==> src/rtl/dmem_request.sv <==
// dmem_request: MEM-stage data-cache request controller.
//
// Turns the EX/MEM load/store enables into a held cache request, stalls the
// upstream pipeline until the cache acknowledges with dhit, and hands the
// captured load data to the MEM/WB latch.
//
// Optional feature: define LLSC_EN to add load-linked / store-conditional
// support. This adds a link register and the LL_in, SC_in, snoop_inv and
// snoop_addr inputs. Without the macro, those ports and the link register
// do not exist.
//
// Ports
//   CLK, nRST              clock, synchronous active-low reset
//   memREN_in, memWEN_in   load / store request from EX/MEM (store wins)
//   addr_in, store_in      byte address and store data
//   flush                  squash of the MEM-stage instruction (IDLE only)
//   dhit, dmemload         cache acknowledge and read data
//   dmemREN, dmemWEN       cache strobes, high for the whole REQ state
//   dmemaddr, dmemstore    registered cache address / store data
//   mem_stall              freezes PC, IF/ID, ID/EX and EX/MEM
//   dmemload_out           captured load data (or SC success flag)
//   done                   one-cycle completion pulse
//   misalign               one-cycle pulse on a misaligned request
//   LL_in, SC_in           (LLSC_EN) load-linked / store-conditional
//   snoop_inv, snoop_addr  (LLSC_EN) remote invalidate that breaks the link
module dmem_request (
  input  logic        CLK,
  input  logic        nRST,
  input  logic        memREN_in,
  input  logic        memWEN_in,
  input  logic [31:0] addr_in,
  input  logic [31:0] store_in,
  input  logic        flush,
  input  logic        dhit,
  input  logic [31:0] dmemload,
`ifdef LLSC_EN
  input  logic        LL_in,
  input  logic        SC_in,
  input  logic        snoop_inv,
  input  logic [31:0] snoop_addr,
`endif
  output logic        dmemREN,
  output logic        dmemWEN,
  output logic [31:0] dmemaddr,
  output logic [31:0] dmemstore,
  output logic        mem_stall,
  output logic [31:0] dmemload_out,
  output logic        done,
  output logic        misalign
);

  typedef enum logic [1:0] {IDLE, REQ, DONE} state_t;

  state_t      state_q, state_d;
  logic [31:0] addr_q, addr_d;
  logic [31:0] store_q, store_d;
  logic [31:0] load_q, load_d;
  logic        is_store_q, is_store_d;

  logic access;
  logic request;

  assign access  = memREN_in | memWEN_in;
  assign request = access & ~flush & (addr_in[1:0] == 2'b00);

`ifdef LLSC_EN
  logic        link_valid_q, link_valid_d;
  logic [29:0] link_addr_q, link_addr_d;
  logic        is_sc_q, is_sc_d;
  logic        is_ll_q, is_ll_d;
  logic        link_set, link_clr;
  logic        unused_snoop_lsb;

  assign unused_snoop_lsb = ^snoop_addr[1:0];
`endif

  always_comb begin
    state_d    = state_q;
    addr_d     = addr_q;
    store_d    = store_q;
    load_d     = load_q;
    is_store_d = is_store_q;
    dmemREN    = 1'b0;
    dmemWEN    = 1'b0;
    mem_stall  = 1'b0;
    done       = 1'b0;
    misalign   = 1'b0;
`ifdef LLSC_EN
    is_sc_d      = is_sc_q;
    is_ll_d      = is_ll_q;
    link_set     = 1'b0;
    link_clr     = 1'b0;
    link_valid_d = link_valid_q;
    link_addr_d  = link_addr_q;
`endif

    case (state_q)
      IDLE: begin
        // Outputs are gated by nRST so nothing leaks out while held in reset.
        misalign = nRST & access & ~flush & (addr_in[1:0] != 2'b00);
        if (request) begin
          mem_stall  = nRST;
          addr_d     = addr_in;
          store_d    = store_in;
          is_store_d = memWEN_in;
          state_d    = REQ;
`ifdef LLSC_EN
          is_sc_d = memWEN_in & SC_in;
          is_ll_d = ~memWEN_in & LL_in;
          // A failing SC never touches the cache; it completes next cycle
          // with a zero result.
          if (memWEN_in && SC_in &&
              !(link_valid_q && (addr_in[31:2] == link_addr_q))) begin
            state_d  = DONE;
            load_d   = 32'd0;
            link_clr = 1'b1;
          end
`endif
        end
      end

      REQ: begin
        mem_stall = 1'b1;
        dmemREN   = ~is_store_q;
        dmemWEN   = is_store_q;
        if (dhit) begin
          state_d = DONE;
          if (!is_store_q) load_d = dmemload;
`ifdef LLSC_EN
          if (is_sc_q) begin
            load_d   = 32'd1;
            link_clr = 1'b1;
          end
          if (is_store_q && (addr_q[31:2] == link_addr_q)) link_clr = 1'b1;
          if (is_ll_q) link_set = 1'b1;
`endif
        end
      end

      DONE: begin
        done    = 1'b1;
        state_d = IDLE;
      end

      default: state_d = IDLE;
    endcase

`ifdef LLSC_EN
    if (link_set) begin
      link_valid_d = 1'b1;
      link_addr_d  = addr_q[31:2];
    end
    if (link_clr) link_valid_d = 1'b0;
    // Compared against the post-update address so a snoop on the line being
    // linked this very cycle still kills the link.
    if (snoop_inv && (snoop_addr[31:2] == link_addr_d)) link_valid_d = 1'b0;
`endif
  end

  always_ff @(posedge CLK) begin
    if (!nRST) begin
      state_q    <= IDLE;
      addr_q     <= 32'd0;
      store_q    <= 32'd0;
      load_q     <= 32'd0;
      is_store_q <= 1'b0;
`ifdef LLSC_EN
      is_sc_q      <= 1'b0;
      is_ll_q      <= 1'b0;
      link_valid_q <= 1'b0;
      link_addr_q  <= 30'd0;
`endif
    end else begin
      state_q    <= state_d;
      addr_q     <= addr_d;
      store_q    <= store_d;
      load_q     <= load_d;
      is_store_q <= is_store_d;
`ifdef LLSC_EN
      is_sc_q      <= is_sc_d;
      is_ll_q      <= is_ll_d;
      link_valid_q <= link_valid_d;
      link_addr_q  <= link_addr_d;
`endif
    end
  end

  assign dmemaddr     = addr_q;
  assign dmemstore    = store_q;
  assign dmemload_out = load_q;

endmodule

==> config.mk <==
export PLATFORM = sky130hd
export DESIGN_NAME = dmem_request
export DESIGN_NICKNAME = d
export VERILOG_FILES = /design/src/rtl/dmem_request.sv
export SDC_FILE = /design/constraint.sdc
export NUM_CORES = 1
export LEC_CHECK = 0
export CORE_ASPECT_RATIO = 1.2
export CORE_MARGIN = 4
export CORE_UTILIZATION = 30
export DETAILED_ROUTE_END_ITERATION = 12
export SKIP_LAST_GASP = 1
export SLEW_MARGIN = 10
export SYNTH_ARGS = -nofsm -noshare
export SYNTH_HDL_FRONTEND = slang
export SYNTH_SLANG_ARGS = --single-unit
export TNS_END_PERCENT = 10
==> constraint.sdc <==
create_clock -name CLK -period 1.4 [get_ports CLK]
set_input_delay 0.28 -clock CLK [delete_from_list [all_inputs] [get_ports CLK]]
set_output_delay 0.28 -clock CLK [all_outputs]
set_load 0.05 [all_outputs]
Word level (Yosys, flattened, before mapping)
Index checks and enable logic that the tools add are counted.
Word-level totals
  logic and storage cells: 32
  register bits after elaboration: 99
  output and inout port bits: 101
Cells by class
  eq/ne operators: 4
  reduce and logical (&&, ||, !) cells: 6
  muxes and demuxes: 9
  bitwise logic cells: 8
Operators by type and width (count)
  $and 1x1->1: 5
  $mux 1: 5
  $logic_not 2->1: 2
  $mux 2: 2
  $ne 2x2->1 const B: 2
  $pmux 2 s2: 1
  $reduce_and 2->1: 2
  $reduce_and 3->1: 1
  $eq 2x1->1 const B: 1
  $eq 2x2->1 const B: 1
  $not 1->1: 2
  $pmux 1 s2: 1
  $reduce_bool 2->1: 1
  $or 1x1->1: 1

Depth between registers and ports, before layout
Gate-level depths: netlist of the first run.
  depth in word-level cells: 5
  mapped depth: 6

Worst setup path after synthesis of the first run
OpenSTA, ideal clock, no wires.
  path type: in2out
  start point: input nRST
  end point: output mem_stall
  stages: 4
  data arrival time: 1.897 ns
  slack: -0.777 ns
  path buffers: 2
  cell sequence: buf_2 > buf_2 > nand3b_1 > o31ai_1
Between the ends
  cells in the longest elaborated chain, start to end: 2
Ends and longest elaborated chain
  start, declared: line 28  | input logic nRST,
  $mux 1: line 101  | if (request) begin
  $pmux 1 s2: line 97  | case (state_q)
  end, declared: line 46  | output logic mem_stall,
Every way passes these cells.

Worst setup path after layout of the first run
  start point: register state_q[0]
  end point: output misalign
Between the ends
  cells in the longest elaborated chain, start to end: 2
Ends and longest elaborated chain
  start, declared: line 54  | state_t state_q, state_d;
  start signal, assigned: line 174  | state_q <= state_d;
  $logic_not 2->1: line 97
  $mux 1: line 97
  end, declared: line 49  | output logic misalign
Every way passes these cells.

==> impl_metrics.env, run 1 <==
export IMPL_path_clk_slew_ns=0.07
export IMPL_ys_ff_latch=99
export IMPL_synth_simple_area_share_pct=20.97
export IMPL_ff2ff_path_depth=6
export IMPL_synth_compound_area_share_pct=6.491
export IMPL_wl_per_cell_um=14.38
export IMPL_grt_max_degree=163
export IMPL_hpwl_um=8774
export IMPL_drive_gt1_share_pct=23.80
export IMPL_cts_sinks=99
export IMPL_fin_crit_ns=1.723
export IMPL_grt_pass1_vias=3642
export IMPL_whs_path_depth=3
export IMPL_slew_headroom_pct=59.56
export IMPL_synth_top_family_by_area="simple AND/OR/NAND/NOR gates"
export IMPL_start_util_pct=30.90
export IMPL_drtIter0Drc=110
export IMPL_hold_class="input pin to flip-flop"
export IMPL_drv_slew=0
export IMPL_rr_endpoint="dmemaddr[17]"
export IMPL_gr_usage_all_layers_pct=15.17
export IMPL_fin_nets=744
export IMPL_area_growth_pct=93.03
export IMPL_cellLeakagePower_nw=2.841
export IMPL_vias_per_cell=4.428
export IMPL_die_y_um=133.4
export IMPL_fin_ws_ns=-0.3229
export IMPL_critPathKind="flip-flop to output pin"
export IMPL_cts_max_path_buffers=2
export IMPL_holdWs_ns=0.4869
export IMPL_root_buffer="clkbuf_16"
export IMPL_first_pass_iters=4
export IMPL_period_share_pct=123.1
export IMPL_ys_types=21
export IMPL_crit_fanout=3
export IMPL_max_cap_violations=0
export IMPL_setup_violations=37
export IMPL_io_buffers=202
export IMPL_antenna_cells=0
export IMPL_fin_util_pct=59.66
export IMPL_clock_latency_ns=0.34
export IMPL_gp_congestion=0.7552
export IMPL_syn_nets=540
export IMPL_dieArea_mm2=0.01501
export IMPL_rows=45
export IMPL_tightest_slew_ns=0.6066
export IMPL_grt_overflow=0
export IMPL_wirelength_um=11660
export IMPL_fmax_mhz=580.4
export IMPL_power_density_mw_per_mm2=852.2
export IMPL_h_tree_depth=3
export IMPL_fin_skew_ns=0.008352
export IMPL_ios=203
export IMPL_grt_pass1_wl_um=18350
export IMPL_end_kind="output pin"
export IMPL_syn_area_per_cell_um2=8.978
export IMPL_core_area_mm2=0.01272
export IMPL_numCtsBuffers=9
export IMPL_hold_path_endpoint="dmemload_out[18]"
export IMPL_cts_tree="yes"
export IMPL_muxShareOfSynthArea_pct=16.04
export IMPL_dr_total_vias=3591
export IMPL_synth_cells=438
export IMPL_rsz0062_at_grt="true"
export IMPL_crit_arrival_ns=1.44
export IMPL_synth_fa_ha_area_share_pct=0
export IMPL_r2r_start="state_q[0]"
export IMPL_status="complete, but fails checks"
export IMPL_hold_violations=0
export IMPL_synth_area_mm2=0.003933
export IMPL_ant_nets=0
export IMPL_seq_area_frac_synth_pct=50.40
export IMPL_hp_start="dmemload[18]"
export IMPL_yosysWarnings=0
export IMPL_antenna_found_initial=0
export IMPL_worst_ep_required_time_ns=1.12
export IMPL_drc_errors=0
export IMPL_start_kind="flip-flop"
export IMPL_reg2reg_setup_slack_ns=-0.04
export IMPL_violations="setup timing"
export IMPL_ir_worst_vdd_v=0.0005259
export IMPL_synth_xor_area_share_pct=0
export IMPL_fp_dieW_um=112.5
==> cell families (layout without fill, tap and decap cells) <==
family	after synthesis	after routing
AOI/OAI and AO/OA	34	34
buffers and inverters	35	244
DFF	99	99
and+or+nand+nor	207	207
muxes	63	63
==> cell usage after synthesis <==
cell,n,area share [%]
mux2i_1,63,16
a21boi_1,12,2.3
buf_2,10,1.3
o21a_1,1,0.19
o31ai_1,1,0.19
dfxtp_1,99,50
and3b_1,3,0.67
buf_6,1,0.29
nand4bb_1,1,0.29
and4bb_2,1,0.32
inv_1,1,0.095
clkbuf_1,16,1.5
or2b_1,1,0.19
a21boi_0,20,3.8
nor2b_1,1,0.16
nand2_1,191,18
nand3b_1,1,0.19
buf_4,2,0.38
nor3_2,1,0.25
nor2_1,7,0.67
buf_12,5,2.5
==> sequential cells by signal (all words and copies together), names as in the netlist <==
signal,cells
dmemaddr,32
dmemload_out,32
dmemstore,32
is_store_q,1
state_q,2
==> where the power goes <==
group          switching, mW  internal [mW]
clock network           1.08           1.26
logic                  0.514          0.659
registers             0.0713           2.88
total                   1.67           4.80
==> worst max-delay path by stage <==
| stage | startpoint | slack [ns] | end | depth (start not counted) |
|---|---|---|---|---|
| final | state_q[0] | -0.32 | misalign | 5 |
| after global routing | state_q[0] | -0.40 | misalign | 5 |
| after CTS | state_q[0] | -0.35 | mem_stall | 4 |
| after detailed placement | memWEN_in | -0.37 | dmemaddr[8] | 5 |
| after global placement | memWEN_in | -0.36 | mem_stall | 5 |
| after floorplan | state_q[0] | -0.22 | dmemREN | 2 |
==> cell type report <==
cell class                 count  area (µm²)
clock buffer                  11       242.7
clock inverter                 5       38.79
fill                        1125        5134
inverter                       1       3.754
multi-input combinational    304        1760
sequential                    99        1987
tap                          164       205.2
timing repair buffer         227        3353
==> metrics by stage <==
stage	setup TNS, ns	total power [mW]	std cells	setup WS [ns]	instance area, µm²
2_1_floorplan	-0.6712	3.493	438	-0.2178	3949
3_3_place_gp	-24.36	4.152	788	-0.3600	7149
3_5_place_dp	-25.84	4.168	788	-0.3744	7149
4_1_cts	-2.444	6.548	806	-0.3478	7446
5_1_grt	-7.150	6.759	811	-0.3970	7591
6_report	-1.762	6.469	811	-0.3229	7591
==> placed cells by master, fill, tap and decap left out, types with 2 or more instances in the layout <==
master	Yosys	layout
clkdlybuf4s50_1	0	97
nand2_1	191	191
and3b_1	3	2
dfxtp_1	99	97
clkbuf_16	0	11
clkinv_4	0	3
buf_12	5	109
mux2i_1	63	62
nor2_1	7	3
nor2_2	0	3
a21boi_1	12	12
dlygate4sd2_1	0	3
buf_4	2	15
a21boi_0	20	20
==> routing by layer <==
layer / up-vias / global-route usage [%] / part of all wire [%]
met2: 124 / 27.10 / 52
li1: 1810 / - / -
met4: 0 / 4.008 / 1.4
met1: 1645 / 16.28 / 37
met3: 12 / 6.679 / 9.3
met5: - / 0 / 0
==> critical path: stages (launching register included) <==
cell and delay, ns:
dfxtp_2 0.34, nor3_4 0.18, nand3b_1 0.17, buf_4 0.19, nor2_4 0.10, buf_12 0.14
==> timing repair <==
item,in CTS,in global routing
cloned,0,2
pin swaps,3,3
endpoints found under the hold margin,0,0
gates resized for setup,5,13
hold buffers,0,0
setup buffers,2,3
endpoints found under the setup margin,16,74
No activity file was read; power rests on OpenSTA's default activity.
==> run 2: changes to the inputs <==
- ABC_AREA: default -> 1
- CTS_CLUSTER_SIZE: default -> 28
==> impl_metrics.env, run 2 <==
export IMPL_syn_nets=676
export IMPL_met1_length_um=4791
export IMPL_dr_total_vias=4021
export IMPL_yosysTopAreaCell="dfxtp_1"
export IMPL_ys_ff_latch=99
export IMPL_cts_max_path_buffers=2
export IMPL_ios=203
export IMPL_die_y_um=132.5
export IMPL_antenna_found_initial=0
export IMPL_h_tree_depth=3
export IMPL_antenna_cells=0
export IMPL_dpl_worst_slack_ns=-0.4183
export IMPL_gr_usage_all_layers_pct=15.49
export IMPL_dieArea_mm2=0.01480
export IMPL_ctsHoldBuffers=0
export IMPL_ff2ff_path_depth=9
export IMPL_startpoint="state_q[0]"
export IMPL_cts_sinks=99
export IMPL_path_clk_slew_ns=0.07
export IMPL_start_kind="flip-flop"
export IMPL_setup_tns_ns=-1.276
export IMPL_crit_fanout=4
export IMPL_slew_headroom_pct=66.74
export IMPL_grt_pass1_vias=3840
export IMPL_status="complete, but fails checks"
export IMPL_drive_gt1_share_pct=20.36
export IMPL_cts_tree="yes"
export IMPL_violations="setup timing"
export IMPL_grt_max_degree=77
export IMPL_seq_area_frac_synth_pct=51.16
export IMPL_ys_flop_type="dfxtp_1"
export IMPL_end_kind="output pin"
export IMPL_yosysWarnings=0
export IMPL_cellLeakagePower_nw=3.353
export IMPL_crit_arrival_ns=1.32
export IMPL_critPathKind="flip-flop to output pin"
export IMPL_ys_types=17
export IMPL_gp_congestion=0.7769
export IMPL_synth_cells=574
export IMPL_start_util_pct=30.58
export IMPL_top_layer_used="met4"
export IMPL_synth_top_area_share_pct=51.16
export IMPL_async_flop_share_pct=0
export IMPL_area_growth_pct=98.42
export IMPL_tightest_slew_ns=0.4989
export IMPL_r2r_start="state_q[1]"
export IMPL_dr_wl_met2_um=6560
export IMPL_rows=45
export IMPL_mostFrequentLayoutCells="nor2_1 (197), nand2_1 (132), buf_12 (106)"
export IMPL_grt_overflow=0
export IMPL_drc_errors=0
export IMPL_placed_cell_area_mm2=0.007083
export IMPL_root_buffer="clkbuf_16"
export IMPL_worst_ep_required_time_ns=1.12
export IMPL_yosys_top_cells_area="dfxtp_1 (51%), nor2_1 (19%), nand2_1 (13%)"
export IMPL_numCtsBuffers=9
export IMPL_synth_area_mm2=0.003874
export IMPL_hp_start="nRST"
export IMPL_rsz0062_at_grt="true"
export IMPL_vias_per_cell=4.233
export IMPL_clock_latency_ns=0.33
export IMPL_core_area_mm2=0.01267
export IMPL_hold_class="input pin to flip-flop"
export IMPL_max_cap_violations=0
export IMPL_final_design_area_no_fill_mm2=0.007686
export IMPL_synth_edf_count=0
export IMPL_fin_ws_ns=-0.2021
export IMPL_whs_path_depth=3
export IMPL_synth_most_common_cell="nor2_1"
export IMPL_drv_slew=0
export IMPL_dp_cells=921
export IMPL_period_share_pct=114.4
export IMPL_fin_nets=883
export IMPL_fin_util_pct=60.67
export IMPL_fillers=1111
export IMPL_wirelength_um=12760
export IMPL_final_common_cell="nor2_1"
export IMPL_hpwl_um=8901
export IMPL_syn_area_per_cell_um2=6.749
export IMPL_io_buffers=202
export IMPL_hold_violations=0
export IMPL_setup_violations=34
export IMPL_ys_top_cells_by_count="nor2_1 (201), nand2_1 (135), dfxtp_1 (99)"
export IMPL_wl_per_cell_um=13.43
export IMPL_fin_skew_ns=0.005759
export IMPL_stdcell_count=950
export IMPL_ant_nets=0
export IMPL_wl_met3_um=1250
export IMPL_fin_crit_ns=1.602
export IMPL_fp_dieW_um=111.7
export IMPL_first_pass_iters=4
export IMPL_power_density_mw_per_mm2=918.8
export IMPL_drtIter0Drc=146
export IMPL_fmax_mhz=624.2
export IMPL_grt_pass1_wl_um=18660
export IMPL_ir_worst_vdd_v=0.0006756
run 2: changes by cell type in the layout (fill, tap and decap cells not counted), sizes merged, moves of 2 or more:
cell | previous run | this run
a21boi | 32 | 0
inv | 1 | 70
nand2 | 191 | 135
clkbuf | 13 | 15
mux2i | 63 | 0
nor2 | 7 | 202
o21ai | 0 | 33
clkdlybuf4s50 | 97 | 95
and3b | 3 | 0
buf | 125 | 120
run 2: cell type report:
cell class                      count  area [µm²]  share of cell area, %
Clock buffer                        9       225.2                  2.930
Clock inverter                      7       68.82                 0.8953
Inverter                           70       267.8                  3.484
Multi-Input combinational cell    375        1551                  20.19
Sequential cell                    99        1987                  25.85
Tap cell                          164       205.2                  2.670
Timing Repair Buffer              226        3381                  43.99
run 2: logic make-up after synthesis:
group | count (synthesis) | synth area share (%)
DFF | 99 | 51.16
buffers and inverters | 100 | 10.98
and+or+nand+nor | 340 | 33.27
AOI/OAI and AO/OA | 35 | 4.587
run 2: worst paths after layout:
kind	end	slack [ns]
worst max-delay path	misalign	-0.20
worst min-delay path	dmemload_out[7]	0.26
worst max register to register	dmemaddr[17]	-0.03
worst min register to register	dmemaddr[0]	0.47
run 2: power breakdown:
| part | switching (mW) | leakage (nW) | internal (mW) |
|---|---|---|---|
| registers | 0.112 | 0.806 | 2.92 |
| logic | 0.755 | 2.41 | 0.818 |
| clock network | 1.08 | 0.141 | 1.38 |
run 2: layer usage:
metal | global-route usage [%] | vias up
li1 | - | 2090
met1 | 16.27 | 1783
met2 | 27.47 | 138
met3 | 7.548 | 10
met4 | 4.260 | 0
met5 | 0 | -
run 2: what timing repair did:
| action | 4_1_cts | 5_1_grt |
|---|---|---|
| endpoints found under the setup margin | 43 | 99 |
| pin swaps | 5 | 6 |
| cloned | 0 | 7 |
| buffers inserted | 2 | 4 |
| resized for setup | 13 | 19 |
run 2: per-stage QoR:
step	hold slack, ns	total power, mW
finish	0.2591	7.062
global route	0.2511	7.384
CTS	0.2393	7.108
global placement	0.4581	4.592
floorplan	0.4149	3.755
detailed placement	0.4652	4.617
run 2: worst max-delay path, stage by stage, from the launching register on:
cell	delay, ns
dfxtp_4	0.37
inv_4	0.06
nand2_4	0.06
nor4_4	0.31
buf_12	0.18
